## src/rtl/rf_writeback_buffer_pkg.sv

```systemverilog
// Shared types and default widths for the register-file writeback path.
// The entry struct is the common result format used by the execute and memory stages.
package rf_writeback_buffer_pkg;

    localparam int DEF_DATA_W = 32;
    localparam int DEF_ADDR_W = 5;
    localparam int DEF_DEPTH  = 4;

    typedef struct packed {
        logic [DEF_ADDR_W-1:0] rdst;
        logic [DEF_DATA_W-1:0] data;
    } wb_entry_t;

    function automatic wb_entry_t make_entry(input logic [DEF_ADDR_W-1:0] rdst,
                                             input logic [DEF_DATA_W-1:0] data);
        wb_entry_t e;
        e.rdst = rdst;
        e.data = data;
        return e;
    endfunction

endpackage

```

## src/rtl/rf_writeback_buffer_if.sv

```systemverilog
// Result handshake between the execute/memory stages (master) and the writeback buffer (slave).
interface rf_writeback_buffer_if
    import rf_writeback_buffer_pkg::*;
#(
    parameter int ADDR_W = DEF_ADDR_W,
    parameter int DATA_W = DEF_DATA_W
);
    logic              wb_valid;
    logic              wb_ready;
    logic [ADDR_W-1:0] wb_rdst;
    logic [DATA_W-1:0] wb_data;

    modport master (output wb_valid, output wb_rdst, output wb_data, input wb_ready);
    modport slave  (input wb_valid, input wb_rdst, input wb_data, output wb_ready);
endinterface

```

## src/rtl/rf_writeback_buffer_fwd_match.sv

```systemverilog
// Youngest-match search over the occupied FIFO slots, walked in age order from the head.
// Slots beyond the occupied count never match, so stale entries cannot forward.
module rf_fwd_match #(
    parameter int DATA_W = 32,
    parameter int ADDR_W = 5,
    parameter int DEPTH  = 4
) (
    input  logic [$clog2(DEPTH)-1:0] head,
    input  logic [$clog2(DEPTH):0]   occupied,
    input  logic [ADDR_W-1:0]        key,
    input  logic [ADDR_W-1:0]        rdst_arr [DEPTH],
    input  logic [DATA_W-1:0]        data_arr [DEPTH],
    output logic                     hit,
    output logic [DATA_W-1:0]        data
);
    localparam int PTR_W = $clog2(DEPTH);
    localparam int CNT_W = $clog2(DEPTH) + 1;

    // match[k] refers to the k-th oldest entry, not to physical slot k
    logic [DEPTH-1:0] match;

    for (genvar gi = 0; gi < DEPTH; gi++) begin : g_age
        logic [PTR_W-1:0] slot;
        assign slot      = head + PTR_W'(gi);
        assign match[gi] = (CNT_W'(gi) < occupied) && (rdst_arr[slot] == key);
    end

    always_comb begin
        hit  = |match;
        data = '0;
        for (int i = 0; i < DEPTH; i++) begin
            if (match[i]) begin
                data = data_arr[head + PTR_W'(i)];
            end
        end
    end
endmodule

```

## src/rtl/rf_writeback_buffer.sv

```systemverilog
// In-order writeback FIFO feeding the register-file write port, with
// bypass lookups so operand reads see results that are still queued.
module rf_writeback_buffer
    import rf_writeback_buffer_pkg::*;
#(
    parameter int DATA_W = DEF_DATA_W,
    parameter int ADDR_W = DEF_ADDR_W,
    parameter int DEPTH  = DEF_DEPTH
) (
    input  logic                   clk,
    input  logic                   rst_n,
    rf_writeback_buffer_if.slave   wb,
    input  logic                   rf_wr_hold,
    output logic                   rf_wr_en,
    output logic [ADDR_W-1:0]      rf_wr_addr,
    output logic [DATA_W-1:0]      rf_wr_data,
    input  logic [ADDR_W-1:0]      rsrc1,
    input  logic [ADDR_W-1:0]      rsrc2,
    output logic                   fwd1_hit,
    output logic [DATA_W-1:0]      fwd1_data,
    output logic                   fwd2_hit,
    output logic [DATA_W-1:0]      fwd2_data,
    output logic [$clog2(DEPTH):0] count
);
    localparam int PTR_W = $clog2(DEPTH);
    localparam int CNT_W = $clog2(DEPTH) + 1;

    logic [PTR_W-1:0]  head_reg, tail_reg;
    logic [CNT_W-1:0]  count_reg, count_next;
    logic [ADDR_W-1:0] rdst_mem [DEPTH];
    logic [DATA_W-1:0] data_mem [DEPTH];
    logic              enq, deq, full;
    logic [CNT_W-1:0]  occupied;

    // Full is judged on registered count only; a same-cycle dequeue does not free a slot early
    assign full        = (count_reg == CNT_W'(DEPTH));
    assign wb.wb_ready = rst_n && !full;
    assign rf_wr_en    = rst_n && (count_reg != '0) && !rf_wr_hold;
    assign enq         = wb.wb_valid && wb.wb_ready;
    assign deq         = rf_wr_en;

    assign rf_wr_addr  = rf_wr_en ? rdst_mem[head_reg] : '0;
    assign rf_wr_data  = rf_wr_en ? data_mem[head_reg] : '0;
    assign count       = count_reg;
    assign occupied    = rst_n ? count_reg : '0;

    always_comb begin
        count_next = count_reg + CNT_W'(enq) - CNT_W'(deq);
    end

    always_ff @(posedge clk) begin
        if (!rst_n) begin
            head_reg  <= '0;
            tail_reg  <= '0;
            count_reg <= '0;
        end else begin
            head_reg  <= head_reg + PTR_W'(deq);
            tail_reg  <= tail_reg + PTR_W'(enq);
            count_reg <= count_next;
        end
    end

    always_ff @(posedge clk) begin
        if (enq) begin
            rdst_mem[tail_reg] <= wb.wb_rdst;
            data_mem[tail_reg] <= wb.wb_data;
        end
    end

    rf_fwd_match #(.DATA_W(DATA_W), .ADDR_W(ADDR_W), .DEPTH(DEPTH)) u_fwd1 (
        .head     (head_reg),
        .occupied (occupied),
        .key      (rsrc1),
        .rdst_arr (rdst_mem),
        .data_arr (data_mem),
        .hit      (fwd1_hit),
        .data     (fwd1_data)
    );

    rf_fwd_match #(.DATA_W(DATA_W), .ADDR_W(ADDR_W), .DEPTH(DEPTH)) u_fwd2 (
        .head     (head_reg),
        .occupied (occupied),
        .key      (rsrc2),
        .rdst_arr (rdst_mem),
        .data_arr (data_mem),
        .hit      (fwd2_hit),
        .data     (fwd2_data)
    );
endmodule

```

## src/flat_wrapper.sv

```systemverilog
// flat-port wrapper written by rule: the top's interface ports become plain ports
module rf_writeback_buffer_flat import rf_writeback_buffer_pkg::*;
#(
    parameter int DATA_W = DEF_DATA_W,
    parameter int ADDR_W = DEF_ADDR_W,
    parameter int DEPTH  = DEF_DEPTH
)
  (clk, rst_n, rf_wr_hold, rf_wr_en, rf_wr_addr, rf_wr_data, rsrc1, rsrc2, fwd1_hit, fwd1_data, fwd2_hit, fwd2_data, count, wb_wb_valid, wb_wb_rdst, wb_wb_data, wb_wb_ready);
  rf_writeback_buffer_if #(.ADDR_W(ADDR_W), .DATA_W(DATA_W)) wb_i ();
  input  logic clk;
  input  logic rst_n;
  input  logic rf_wr_hold;
  output logic rf_wr_en;
  output logic [ADDR_W-1:0] rf_wr_addr;
  output logic [DATA_W-1:0] rf_wr_data;
  input  logic [ADDR_W-1:0] rsrc1;
  input  logic [ADDR_W-1:0] rsrc2;
  output logic fwd1_hit;
  output logic [DATA_W-1:0] fwd1_data;
  output logic fwd2_hit;
  output logic [DATA_W-1:0] fwd2_data;
  output logic [$clog2(DEPTH):0] count;
  input wire logic [$bits(wb_i.wb_valid)-1:0] wb_wb_valid;
  input wire logic [$bits(wb_i.wb_rdst)-1:0] wb_wb_rdst;
  input wire logic [$bits(wb_i.wb_data)-1:0] wb_wb_data;
  output wire logic [$bits(wb_i.wb_ready)-1:0] wb_wb_ready;
  assign wb_i.wb_valid = wb_wb_valid;
  assign wb_i.wb_rdst = wb_wb_rdst;
  assign wb_i.wb_data = wb_wb_data;
  assign wb_wb_ready = wb_i.wb_ready;
  rf_writeback_buffer #(.DATA_W(DATA_W), .ADDR_W(ADDR_W), .DEPTH(DEPTH)) u_core (.clk(clk), .rst_n(rst_n), .wb(wb_i), .rf_wr_hold(rf_wr_hold), .rf_wr_en(rf_wr_en), .rf_wr_addr(rf_wr_addr), .rf_wr_data(rf_wr_data), .rsrc1(rsrc1), .rsrc2(rsrc2), .fwd1_hit(fwd1_hit), .fwd1_data(fwd1_data), .fwd2_hit(fwd2_hit), .fwd2_data(fwd2_data), .count(count));
endmodule
```

## config.mk

```make
export PLATFORM = sky130hd
export DESIGN_NAME = rf_writeback_buffer_flat
export DESIGN_NICKNAME = d
export VERILOG_FILES = /design/src/rtl/rf_writeback_buffer_pkg.sv /design/src/rtl/rf_writeback_buffer_if.sv /design/src/rtl/rf_writeback_buffer_fwd_match.sv /design/src/rtl/rf_writeback_buffer.sv /design/src/flat_wrapper.sv
export SDC_FILE = /design/constraint.sdc
export NUM_CORES = 1
export LEC_CHECK = 0
export ABC_AREA = 1
export BUFFER_PORTS_ARGS = -buffer_cell sky130_fd_sc_hd__buf_4
export CAP_MARGIN = 20
export CORE_MARGIN = 4
export CORE_UTILIZATION = 33
export DETAILED_ROUTE_END_ITERATION = 7
export GPL_TIMING_DRIVEN = 1
export SETUP_SLACK_MARGIN = 0.1
export SLEW_MARGIN = 20
export SYNTH_ARGS = -nofsm -noshare
export SYNTH_HDL_FRONTEND = slang
export SYNTH_SLANG_ARGS = --single-unit
```

## constraint.sdc

```tcl
create_clock -name clk -period 5.2 [get_ports clk]
set_input_delay 0.52 -clock clk [delete_from_list [all_inputs] [get_ports clk]]
set_output_delay 0.52 -clock clk [all_outputs]
set_load 0.01 [all_outputs]
```

Yosys cells after proc, flatten, opt, wreduce, memory -nomap -nowiden --
Index checks and enable logic that the tools add are counted.
Storage, ports and cells: bits in registers 155, input port bits 51, output and inout port bits 108, logic and storage cells 101
Operators by class: add/subtract/negate cells 7, magnitude comparators 10, equality and inequality tests 9, multiplexer cells 41, bitwise operators 5, reductions and logical operators 18
Operators by type and width (count):
- two-way mux 32 bit | 18
- binary-select mux 32 bit (select 2 bit) | 4
- bitwise mux 128 bit | 1
- demux 32 bit (select 2 bit) | 1
- two-way mux 5 bit | 10
- binary-select mux 5 bit (select 2 bit) | 4
- == test 5 bit | 8
- bitwise mux 20 bit | 1
- greater-or-equal comparator 3 bit, second input constant | 5
- inverter 2 -> 3 bit | 5
- logical AND 1 bit | 13
- demux 5 bit (select 2 bit) | 1
- OR reduction 4 bit | 2
- less-than comparator 1 x 3 -> 1 bit, first input constant | 2
- less-than comparator 2 x 3 -> 1 bit, first input constant | 2
- adder 2 x 1 -> 2 bit | 2
- adder 2 bit, second input constant | 2
- adder 3 x 1 -> 3 bit | 1
- == test 3 bit, second input constant | 1
- less-than comparator 3 x 1 -> 1 bit, second input constant | 1
- two-way mux 3 bit | 1
- nonzero test 3 bit | 1
- subtractor 3 x 1 -> 3 bit | 1
- adder 2 x 1 -> 2 bit, second input constant | 1
- logical NOT 1 bit | 2

Longest topological paths before layout --
Gate-level depths: netlist (run 1).
depth after elaboration 10, mapped depth 17

Cells and area by module --
From an unflattened synthesis (run 1), not the netlist that was laid out.
Unflattened totals: cells, all modules 2681, area total of the unflattened synthesis 16699.8 um2
By module, submodules not included:
- rf_fwd_match | instances 2, cells each 1018, area each 4964.8 um2
- rf_writeback_buffer | instances 1, cells each 645, area each 6770.2 um2

Least setup slack after synthesis (run 1) --
Ideal clock, no wire load.
path kind input to register, start input rst_n, end register u_core.data_mem[100] (netlist name) (enable), library setup time 0.478 ns, arrival 3.554 ns, slack 1.168 ns, stages on the path 4, cell sequence inv_1 a21oi_1 nand2_1 nor3_1
On the way: cells in the longest elaborated chain, start to end 2
RTL lines:
- start: declaration | line flat_wrapper.sv:11 | input logic rst_n;
- logical AND 1 bit | line rf_writeback_buffer.sv:37 | assign wb.wb_ready = rst_n && !full;
- net wb_wb_ready | line flat_wrapper.sv:26 | output wire logic [$bits(wb_i.wb_ready)-1:0] wb_wb_ready;
- logical AND 1 bit | line rf_writeback_buffer.sv:39 | assign enq = wb.wb_valid && wb.wb_ready;
- end signal: indexed assignment | line rf_writeback_buffer.sv:66 | data_mem[tail_reg] <= wb.wb_data;
- end: declaration | line rf_writeback_buffer.sv:31 | logic [DATA_W-1:0] data_mem [DEPTH];
The timed path passes the listed nets, and every way through them passes these cells. A chain may end at the register's enable or synchronous reset.

Worst setup path in the final report (run 1) --
start register u_core.head_reg[0], end output fwd2_data[24]
On the way: cells in the longest elaborated chain, start to end 10, elaborated cells on any way between the ends 43, those cells by class add/sub (3); eq/ne (4); mux (28); bitwise (4); reduce/logical (4)
RTL lines:
- start: declaration | line rf_writeback_buffer.sv:28 | logic [PTR_W-1:0] head_reg, tail_reg;
- start signal: assignment | line rf_writeback_buffer.sv:57 | head_reg <= head_reg + PTR_W'(deq);
- adder 2 x 1 -> 2 bit / inverter 2 -> 3 bit (equally long branches) | line rf_writeback_buffer_fwd_match.sv:24, rf_writeback_buffer_fwd_match.sv:33, rf_writeback_buffer_fwd_match.sv:25
- inverter 2 -> 3 bit (not written as such) / binary-select mux 5 bit (select 2 bit) (equally long branches) | line rf_writeback_buffer_fwd_match.sv:25, rf_writeback_buffer_fwd_match.sv:33
- binary-select mux 5 bit (select 2 bit) / two-way mux 5 bit (equally long branches) | line rf_writeback_buffer_fwd_match.sv:25 | assign match[gi] = (CNT_W'(gi) < occupied) && (rdst_arr[slot] == key);
- two-way mux 5 bit (not written as such) | line rf_writeback_buffer_fwd_match.sv:25
- two-way mux 5 bit (not written as such) / == test 5 bit (equally long branches) | line rf_writeback_buffer_fwd_match.sv:25
- == test 5 bit / logical AND 1 bit (equally long branches) | line rf_writeback_buffer_fwd_match.sv:25
- logical AND 1 bit / two-way mux 32 bit (equally long branches) | line rf_writeback_buffer_fwd_match.sv:25, rf_writeback_buffer_fwd_match.sv:32
- two-way mux 32 bit (2 in series) | line rf_writeback_buffer_fwd_match.sv:32 | if (match[i]) begin
- two-way mux 32 bit * | line rf_writeback_buffer_fwd_match.sv:32
- end: declaration | line flat_wrapper.sv:21 | output logic [DATA_W-1:0] fwd2_data;
Mark *: on every way between the ends. The rest lies on a longest branch, timed or not. The select of a mux whose other input is x is not followed.

==> flow_summary.ini, run 1 <==
[status]
status = finished, final reports clean

[grt]
grt_pass1_vias = 11530
grt_overflow = 0
grtUsageMet1_pct = 25.0
busiest_layer = met2
antenna_found_initial = 1
grt_pass1_wl_um = 60900
grtUsageMet2_pct = 33.1
grt_usage_pct = 19.3
met3_usage_pct = 2.92
grt_max_degree = 120

[detailed_routing]
wl_per_cell_um = 16.2
dr.pass1.iters = 5
drt_iter0_drc = 1139
routed_wl_um = 39000
drc = 0
route.vias.total = 12190
ant_nets = 0
routed_via_density = 5.05

[floorplan]
die_x_um = 200
die_h_um = 200
initial_core_util_pct = 33.4
core_area_um2 = 36400
rows = 70
die_area_um2 = 40000
ios = 159

[logic_synthesis]
synthDistinctLibCells = 28
syn_area_per_cell_um2 = 6.52
syn_area_um2 = 12200
yosys_warnings = 0
syn_inst = 1863
ys_ff_latch = 155
syn_nets = 1919
synth-seq-area-share_pct = 37.7

[timing]
fin_crit_sh_pct = 90.1
tightest_slew_ns = 1.06
finalSetupViolCount = 0
drv_slew = 0
rsz0062_at_grt = false
max_freq_mhz = 213
setup-tns-final_ns = 0
hold_viol = 0
slew_headroom_pct = 29.4
fin_hold_ws_ns = 0.288
period_needed_ns = 4.69
finClkSkew_ns = 0.00709

[cts]
htreeDepth = 4
clk_pin_slew_ns = 0.07
insertion_delay_ns = 0.42
cts_tree = built
cts-root-buf = clkbuf_16
numCtsBuffers = 17
clkSinkCount = 155
cts_buffer_depth = 2
ctsHoldBuffers = 0

[cells_and_area]
drive_above_1_share_pct = 12.4
final_nets = 1984
largest_reg_flops = 128
layout.cells.non_filler = 2414
final_common_cell = nand2_1
stdcell_area_um2 = 14000
syn2layout_area_growth_pct = 15.3
final_cell_mix = nand2_1 (651), nor2_1 (257), o21ai_0 (214)

[critical_path]
required_ns = 4.68
cp.arrival_ns = 4.17
r2r_cells = 12
crit_path_start_kind = flip-flop
endpoint_kind = output port
cp_max_fo = 85
path_class = reg2out

[placement]
finalWeightedCongestion = 0.909
place_inst = 2377
place.detailed.hpwl_um = 25800
portBuffers = 158
placed_area_um2 = 13400

[flow_run]
drv_cap = 0

[power_and_ir_drop]
ir_worst_vdd_mv = 0.208
powerDensity_nw_per_um2 = 339
power.leakage_nw = 6.14

[min_path]
holdPathStages = 1
hp-class = in2reg
## through the flow
stage,setup slack (ns),util (%),power (mW)
CTS,0.206,38.4,4.77
detailed placement,0.664,36.8,3.57
global route,0.118,38.4,5.10
global placement,0.754,36.8,3.53
finish,0.514,38.5,4.76
floorplan,1.17,-,2.96
## Yosys cell counts
| cell type | n | share of area (%) |
|---|---|---|
| xnor2_1 | 3 | 0.22 |
| o21ai_2 | 3 | 0.22 |
| clkbuf_1 | 31 | 0.96 |
| buf_2 | 59 | 2.4 |
| buf_6 | 16 | 1.5 |
| nand3_2 | 6 | 0.49 |
| nor2_4 | 6 | 0.56 |
| a21oi_1 | 3 | 0.12 |
| edfxtp_1 | 148 | 37 |
| buf_4 | 12 | 0.74 |
| ha_1 | 4 | 0.41 |
| inv_1 | 162 | 5.0 |
| nand2_1 | 652 | 20 |
| fa_1 | 1 | 0.16 |
| nand3_1 | 113 | 4.7 |
| nor2_2 | 3 | 0.15 |
| nor3_1 | 4 | 0.16 |
| buf_1 | 13 | 0.40 |
| nand4_1 | 68 | 3.5 |
| nor2_1 | 257 | 7.9 |
| dfxtp_1 | 7 | 1.2 |
| o21ai_0 | 214 | 8.8 |
| xnor2_4 | 1 | 0.23 |
| inv_4 | 1 | 0.051 |
| xor2_1 | 10 | 0.72 |
| nand2_2 | 3 | 0.15 |
| inv_2 | 1 | 0.031 |
| o21ai_1 | 62 | 2.6 |
## worst max-delay path: stages, from the launching register on
cell and delay (ns):
dfxtp_4 0.84, inv_4 0.26, nand2_1 0.13, nand2_1 0.10
inv_1 0.06, nand2_1 0.06, nand3_1 0.09, nand2_1 0.08
nor2_4 0.80, nand3_4 0.60, nand2_1 0.25, nand3_1 0.10
nand2_1 0.10, nand2_1 0.08, buf_4 0.15
## where the power goes
part / total, mW / switching, mW / internal, mW
combinational: 2.05 / 1.46 / 0.591
sequential: 1.52 / 0.0821 / 1.44
clock: 1.19 / 0.522 / 0.668
total: 4.76 / 2.06 / 2.69
## layout make-up
class                           instances  area [um2]
Antenna cell                            5        12.5
Multi-Input combinational cell       1413        6310
Inverter                              164         618
Timing Repair Buffer                  177        1330
Tap cell                              468         586
Fill cell                            3832       22400
Sequential cell                       155        4590
Clock inverter                         14         136
Clock buffer                           18         429
## cell families (layout without fill, tap and decap cells)
kind of cell / count (synthesis) / after routing / synth area share, %
DFF: 155 / 155 / 37.7
xor gates and xnor gates: 14 / 14 / 1.16
and+or+nand+nor: 1112 / 1112 / 37.7
other: 0 / 5 / 0
adders and majority gates: 5 / 5 / 0.576
AOI/OAI and AO/OA: 282 / 282 / 11.7
buffers and inverters: 295 / 373 / 11.1
## per-layer routing
| layer | share of wire, % | wire (um) |
|---|---|---|
| met1 | 43 | 16800 |
| met2 | 48 | 18700 |
| met3 | 6.9 | 2700 |
| met4 | 2.2 | 870 |
| met5 | 0 | 0 |
## final timing paths
kind,endpoint,slack [ns],from
setup / recovery,fwd2_data[24],0.51,u_core.head_reg[0]
setup reg to reg,u_core.count[2],2.83,u_core.count[2]
hold reg to reg,u_core.tail_reg[1],0.60,u_core.tail_reg[1]
hold / removal,u_core.data_mem[70],0.29,wb_wb_data[6]
## repair_timing
action | 4_1_cts | 5_1_grt
setup endpoints to repair | 0 | 66
gates resized for setup | 0 | 4
buffers inserted | 0 | 0
(Power assumes the default switching activity.)
==> run 2, diff against run 1 <==
CORE_MARGIN = 5   (was 4)
SKIP_CTS_REPAIR_TIMING = 1   (was default)
==> run 2 against run 1 <==
Net effect: hold slack worse by 0.0088 ns; cell area rose by 0.54%; register-to-register slack lost 0.91 ns; sequential share of layout area is 0.17 points lower; global-route usage down 0.79 points; wire length up 0.78%; setup slack worse by 0.13 ns; cell count is essentially flat; critical path depth is 2 lower; critical path type unchanged; critical endpoint is now fwd1_data[0]; largest cell class unchanged.
==> flow_summary.ini, run 2 (synthesis results as in run 1) <==
[cts]
clk_pin_slew_ns = 0.07
clkSinkCount = 155
htreeDepth = 4
insertion_delay_ns = 0.44
cts-root-buf = clkbuf_16
cts_tree = built
cts_buffer_depth = 2
numCtsBuffers = 17

[critical_path]
cp.arrival_ns = 4.29
endpoint_kind = output port
path_class = reg2out
required_ns = 4.68
crit_path_start_kind = flip-flop
critPathMaxStageDelay_ns = 0.72
cp_cell_sequence = buf_4 > o21ai_1 > o21ai_0 > nor2_1 > nor2_1 > nand2_1 > nor2_4 > buf_12 > nor2_1 > nand2_1 > nand2_1 > buf_4
crit_slowest_cell = dfxtp_4
cp_max_fo = 89

[placement]
portBuffers = 158
dp_slack_ns = 0.784
place_inst = 2379
place.detailed.hpwl_um = 26500
finalWeightedCongestion = 0.841

[power_and_ir_drop]
total_power_mw = 4.88
powerDensity_nw_per_um2 = 346
power.leakage_nw = 6.18
ir_worst_vdd_mv = 0.161

[timing]
finalSetupViolCount = 0
timing.final.ws_setup_ns = 0.386
finClkSkew_ns = 0.00698
hold_viol = 0
slew_headroom_pct = 32.7
rsz0062_at_grt = false
max_freq_mhz = 208
drv_slew = 0
tightest_slew_ns = 1.01
fin_crit_sh_pct = 92.6
period_needed_ns = 4.81
setup-tns-final_ns = 0

[cells_and_area]
layout.cells.non_filler = 2416
drive_above_1_share_pct = 12.4
syn2layout_area_growth_pct = 15.9
postLayoutCoreUtil_pct = 38.6
fillers = 3775
multi_input_area_um2 = 6310
final_nets = 1987
seqCellArea_um2 = 4590
final_common_cell = nand2_1
largest_reg_flops = 128
final_cell_mix = nand2_1 (651), nor2_1 (257), o21ai_0 (214)

[min_path]
hp-class = in2reg

[status]
status = finished, final reports clean

[detailed_routing]
routed_via_density = 5.08
route.vias.total = 12272
wl_per_cell_um = 16.3
drc = 0
drt_iter0_drc = 1032
routed_wl_um = 39400
dr.pass1.iters = 7
ant_nets = 0

[grt]
grtUsageMet1_pct = 24.4
grt_usage_pct = 18.5
met3_usage_pct = 2.68
busiest_layer = met2
grt_max_degree = 143
antenna_found_initial = 4
grt_pass1_vias = 11195
grt_pass1_wl_um = 60500
grt_overflow = 0
grtUsageMet2_pct = 30.9

[floorplan]
core_area_um2 = 36500
die_area_um2 = 40800
initial_core_util_pct = 33.3
rows = 70
ios = 159
die_h_um = 202
die_x_um = 202

[flow_run]
drv_cap = 0
-- run 2: cell count changes in the layout (fill, tap and decap cells not counted), sizes merged --
cell	delta
inv	-4
buf	+2
nor2	+1
bufinv	+3
diode	-1
clkinv	-1
clkbuf	+2
-- run 2: critical path: cells and delay by family, from the launching register on --
family / cells / cell delay, ns
AOI/OAI and AO/OA: 2 / 0.71
and+or+nand+nor: 7 / 1.26
buffers and inverters: 3 / 1.13
DFF: 1 / 0.72
-- run 2: per-stage QoR --
step	hold slack [ns]	instance area, um2
after floorplan	0.528	12200
after global placement	0.578	13400
after detailed placement	0.601	13400
after CTS	0.263	14100
after global routing	0.270	14100
final	0.279	14100
-- run 2: final timing paths --
path / endpoint / startpoint / slack [ns] / cells after the start
setup / recovery: fwd1_data[0] / u_core.head_reg[0] / 0.39 / 12
hold reg to reg: u_core.tail_reg[1] / u_core.tail_reg[1] / 0.62 / 2
hold / removal: u_core.data_mem[70] / wb_wb_data[6] / 0.28 / 1
setup reg to reg: u_core.count[2] / u_core.count[1] / 1.92 / 12
-- run 2: layout make-up --
type                    instances  area share (%)
repair buffers                179            9.74
multi-input cells            1414            44.7
flip-flops and latches        155            32.6
clock inverters                12            1.22
inverters                     164            4.39
diodes                          4          0.0710
well taps                     468            4.16
clock buffers                  20            3.10
-- run 2: routing by layer --
layer	up-vias	wire (um)	part of all wire [%]
li1	6160	-	-
met4	0	999	2.5
met3	56	2920	7.4
met5	-	0	0
met2	498	18300	47
met1	5558	17100	44
-- run 2: where the power goes --
group          switching [mW]  leakage [nW]  internal [mW]  total [mW]
combinational            1.47          4.49          0.596        2.06
sequential             0.0713          1.40           1.44        1.51
clock                   0.507         0.292          0.800        1.31
total                    2.05          6.18           2.83        4.88
==> run 3, diff against run 2 <==
ABC_AREA = default   (was 1)
==> run 3 against run 2 <==
Net effect: setup slack better by 0.17 ns; hold slack better by 0.012 ns; sequential power about the same; first-iteration DRC count down 25%; non-clock buffer count up 2; utilization up 1.4 points; die area down 9.8%; register-to-register slack better by 0.02 ns; cell area down 7.7%; via count down 29%; fmax up 3.7%; wire length down 13%; largest power group is now registers.
==> flow_summary.ini, run 3 <==
[timing]
max_freq_mhz = 215
rsz0062_at_grt = false
setup-tns-final_ns = 0
drv_slew = 0
finalSetupViolCount = 0
hold_viol = 0
fin_crit_sh_pct = 89.2
timing.final.ws_setup_ns = 0.559
finClkSkew_ns = 0.0112
tightest_slew_ns = 1.09
slew_headroom_pct = 27.3
period_needed_ns = 4.64

[min_path]
holdPathStages = 1
hp-class = in2reg

[logic_synthesis]
syn_nets = 1027
post-synth-top-count-cell = edfxtp_1
syn_area_per_cell_um2 = 11.2
syn_inst = 971
syn_area_um2 = 10900
synth-edff-count = 148
synth-seq-area-share_pct = 42.1
yosys-top-cells-count = edfxtp_1 (148), mux2i_1 (126), nor3_1 (79), nor2_1 (64), a21oi_1 (51)
synthArstFlopShare_pct = 0
synth.area.top_cells = edfxtp_1 (41%), mux2i_1 (12%), mux4_2 (8.7%)
ys_ff_latch = 155
synthDistinctLibCells = 57
synth_ff_type = edfxtp_1
synth_top_area_share_pct = 40.8
yosys_warnings = 0
synth_top_cell_by_area = edfxtp_1

[cts]
numCtsBuffers = 17
htreeDepth = 4
cts_buffer_depth = 2
clk_pin_slew_ns = 0.08
clkSinkCount = 155
cts_tree = built
cts-root-buf = clkbuf_16
insertion_delay_ns = 0.43

[floorplan]
die_area_um2 = 36800
rows = 66
initial_core_util_pct = 33.5
die_x_um = 192
core_area_um2 = 32500
die_h_um = 192
ios = 159

[power_and_ir_drop]
power.leakage_nw = 4.48
ir_worst_vdd_mv = 0.187
powerDensity_nw_per_um2 = 295
total_power_mw = 3.84

[cells_and_area]
largest_reg_flops = 128
final_common_cell = buf_4
syn2layout_area_growth_pct = 19.3
drive_above_1_share_pct = 28.3
final_nets = 1145
stdcell_area_um2 = 13000
final_cell_mix = buf_4 (181), edfxtp_1 (148), mux2i_1 (126)
layout.cells.non_filler = 1545

[detailed_routing]
routed_via_density = 5.67
routed_wl_um = 34200
drt_iter0_drc = 771
drc = 0
ant_nets = 0
dr.pass1.iters = 6
route.vias.total = 8757
wl_per_cell_um = 22.2

[grt]
busiest_layer = met2
grt_usage_pct = 18.4
grt_overflow = 0
grt_pass1_wl_um = 52000
grtUsageMet2_pct = 30.0
grt_pass1_vias = 8774
grt_max_degree = 95
antenna_found_initial = 2
grtUsageMet1_pct = 24.2
met3_usage_pct = 4.33

[placement]
portBuffers = 158
place_inst = 1512
place.detailed.hpwl_um = 23000
dp_slack_ns = 0.998
finalWeightedCongestion = 0.827
placed_area_um2 = 12400

[critical_path]
cp.depth = 8
crit_slowest_cell = buf_4
required_ns = 4.68
critPathBufInv = 3
path_class = reg2out
cp_cell_sequence = buf_4 > buf_4 > mux2_2 > nor2_1 > a21oi_1 > a31oi_1 > a211oi_1 > buf_4
r2r_cells = 12
crit_path_start_kind = flip-flop
crit_family = buffers and inverters
path_common_cell = buf_4
endpoint_kind = output port
critPathMaxStageDelay_ns = 0.81
cp.arrival_ns = 4.12
cp_max_fo = 62

[status]
status = finished, final reports clean

[flow_run]
drv_cap = 0
-- run 3: cell count changes after synthesis, sizes merged, moves of 32 or more --
cell,previous run,this run
a21oi,3,51
o21ai,279,68
nor2,266,67
xnor2,4,36
buf,100,45
nand3,119,2
inv,164,8
nand2,655,48
mux2i,0,126
nor3,4,81
nand4,68,7
mux4,0,48
-- run 3: per-stage QoR --
step | util [%] | hold slack (ns)
4_1_cts | 39.9 | 0.277
3_5_place_dp | 38.2 | 0.652
5_1_grt | 40.0 | 0.275
6_report | 40.0 | 0.291
3_3_place_gp | 38.2 | 0.634
2_1_floorplan | - | 0.568
-- run 3: report_power, final --
| part | leakage (nW) | internal [mW] | switching (mW) | total, mW |
|---|---|---|---|---|
| Sequential | 1.40 | 1.43 | 0.0687 | 1.50 |
| Clock | 0.277 | 0.641 | 0.571 | 1.21 |
| Combinational | 2.80 | 0.475 | 0.651 | 1.13 |
-- run 3: worst paths after layout --
| check | start | end | slack, ns |
|---|---|---|---|
| worst min register to register | u_core.tail_reg[1] | u_core.tail_reg[1] | 0.68 |
| worst max register to register | u_core.count[2] | u_core.count[2] | 1.94 |
| worst min-delay path | wb_wb_data[9] | u_core.data_mem[9] | 0.29 |
| worst max-delay path | u_core.head_reg[1] | fwd2_data[21] | 0.56 |
-- run 3: area by class of cell --
class                   count  area (um2)
diodes                      1        2.50
clock buffers              18         429
clock inverters            14         150
fillers                  3157       19500
inverters                   8        35.0
multi-input cells         726        5880
flip-flops and latches    155        4590
well taps                 442         553
repair buffers            181        1360
-- run 3: kinds of logic after synthesis --
kind of cell | Yosys count | synth area share, %
simple gates | 260 | 12.1
compound gates | 214 | 12.4
mux | 203 | 24.7
flops | 155 | 42.1
buf+inv | 90 | 4.32
xor+xnor | 44 | 3.81
fa+ha+maj | 5 | 0.643
-- run 3: routing by layer --
layer,vias up,routed length (um),part of all wire [%]
met5,-,13,0.038
met4,2,793,2.3
met3,56,2910,8.5
met2,384,16300,47
met1,4322,14300,42
li1,3993,-,-
-- run 3: worst reg2reg max path, delay by kind of cell, from the launching register on --
family	cells	cell delay (ns)
and+or+nand+nor	2	0.82
adders and majority gates	3	0.85
DFF	1	0.39
AOI/OAI and AO/OA	1	0.37
buffers and inverters	4	0.47
xor gates and xnor gates	2	0.28
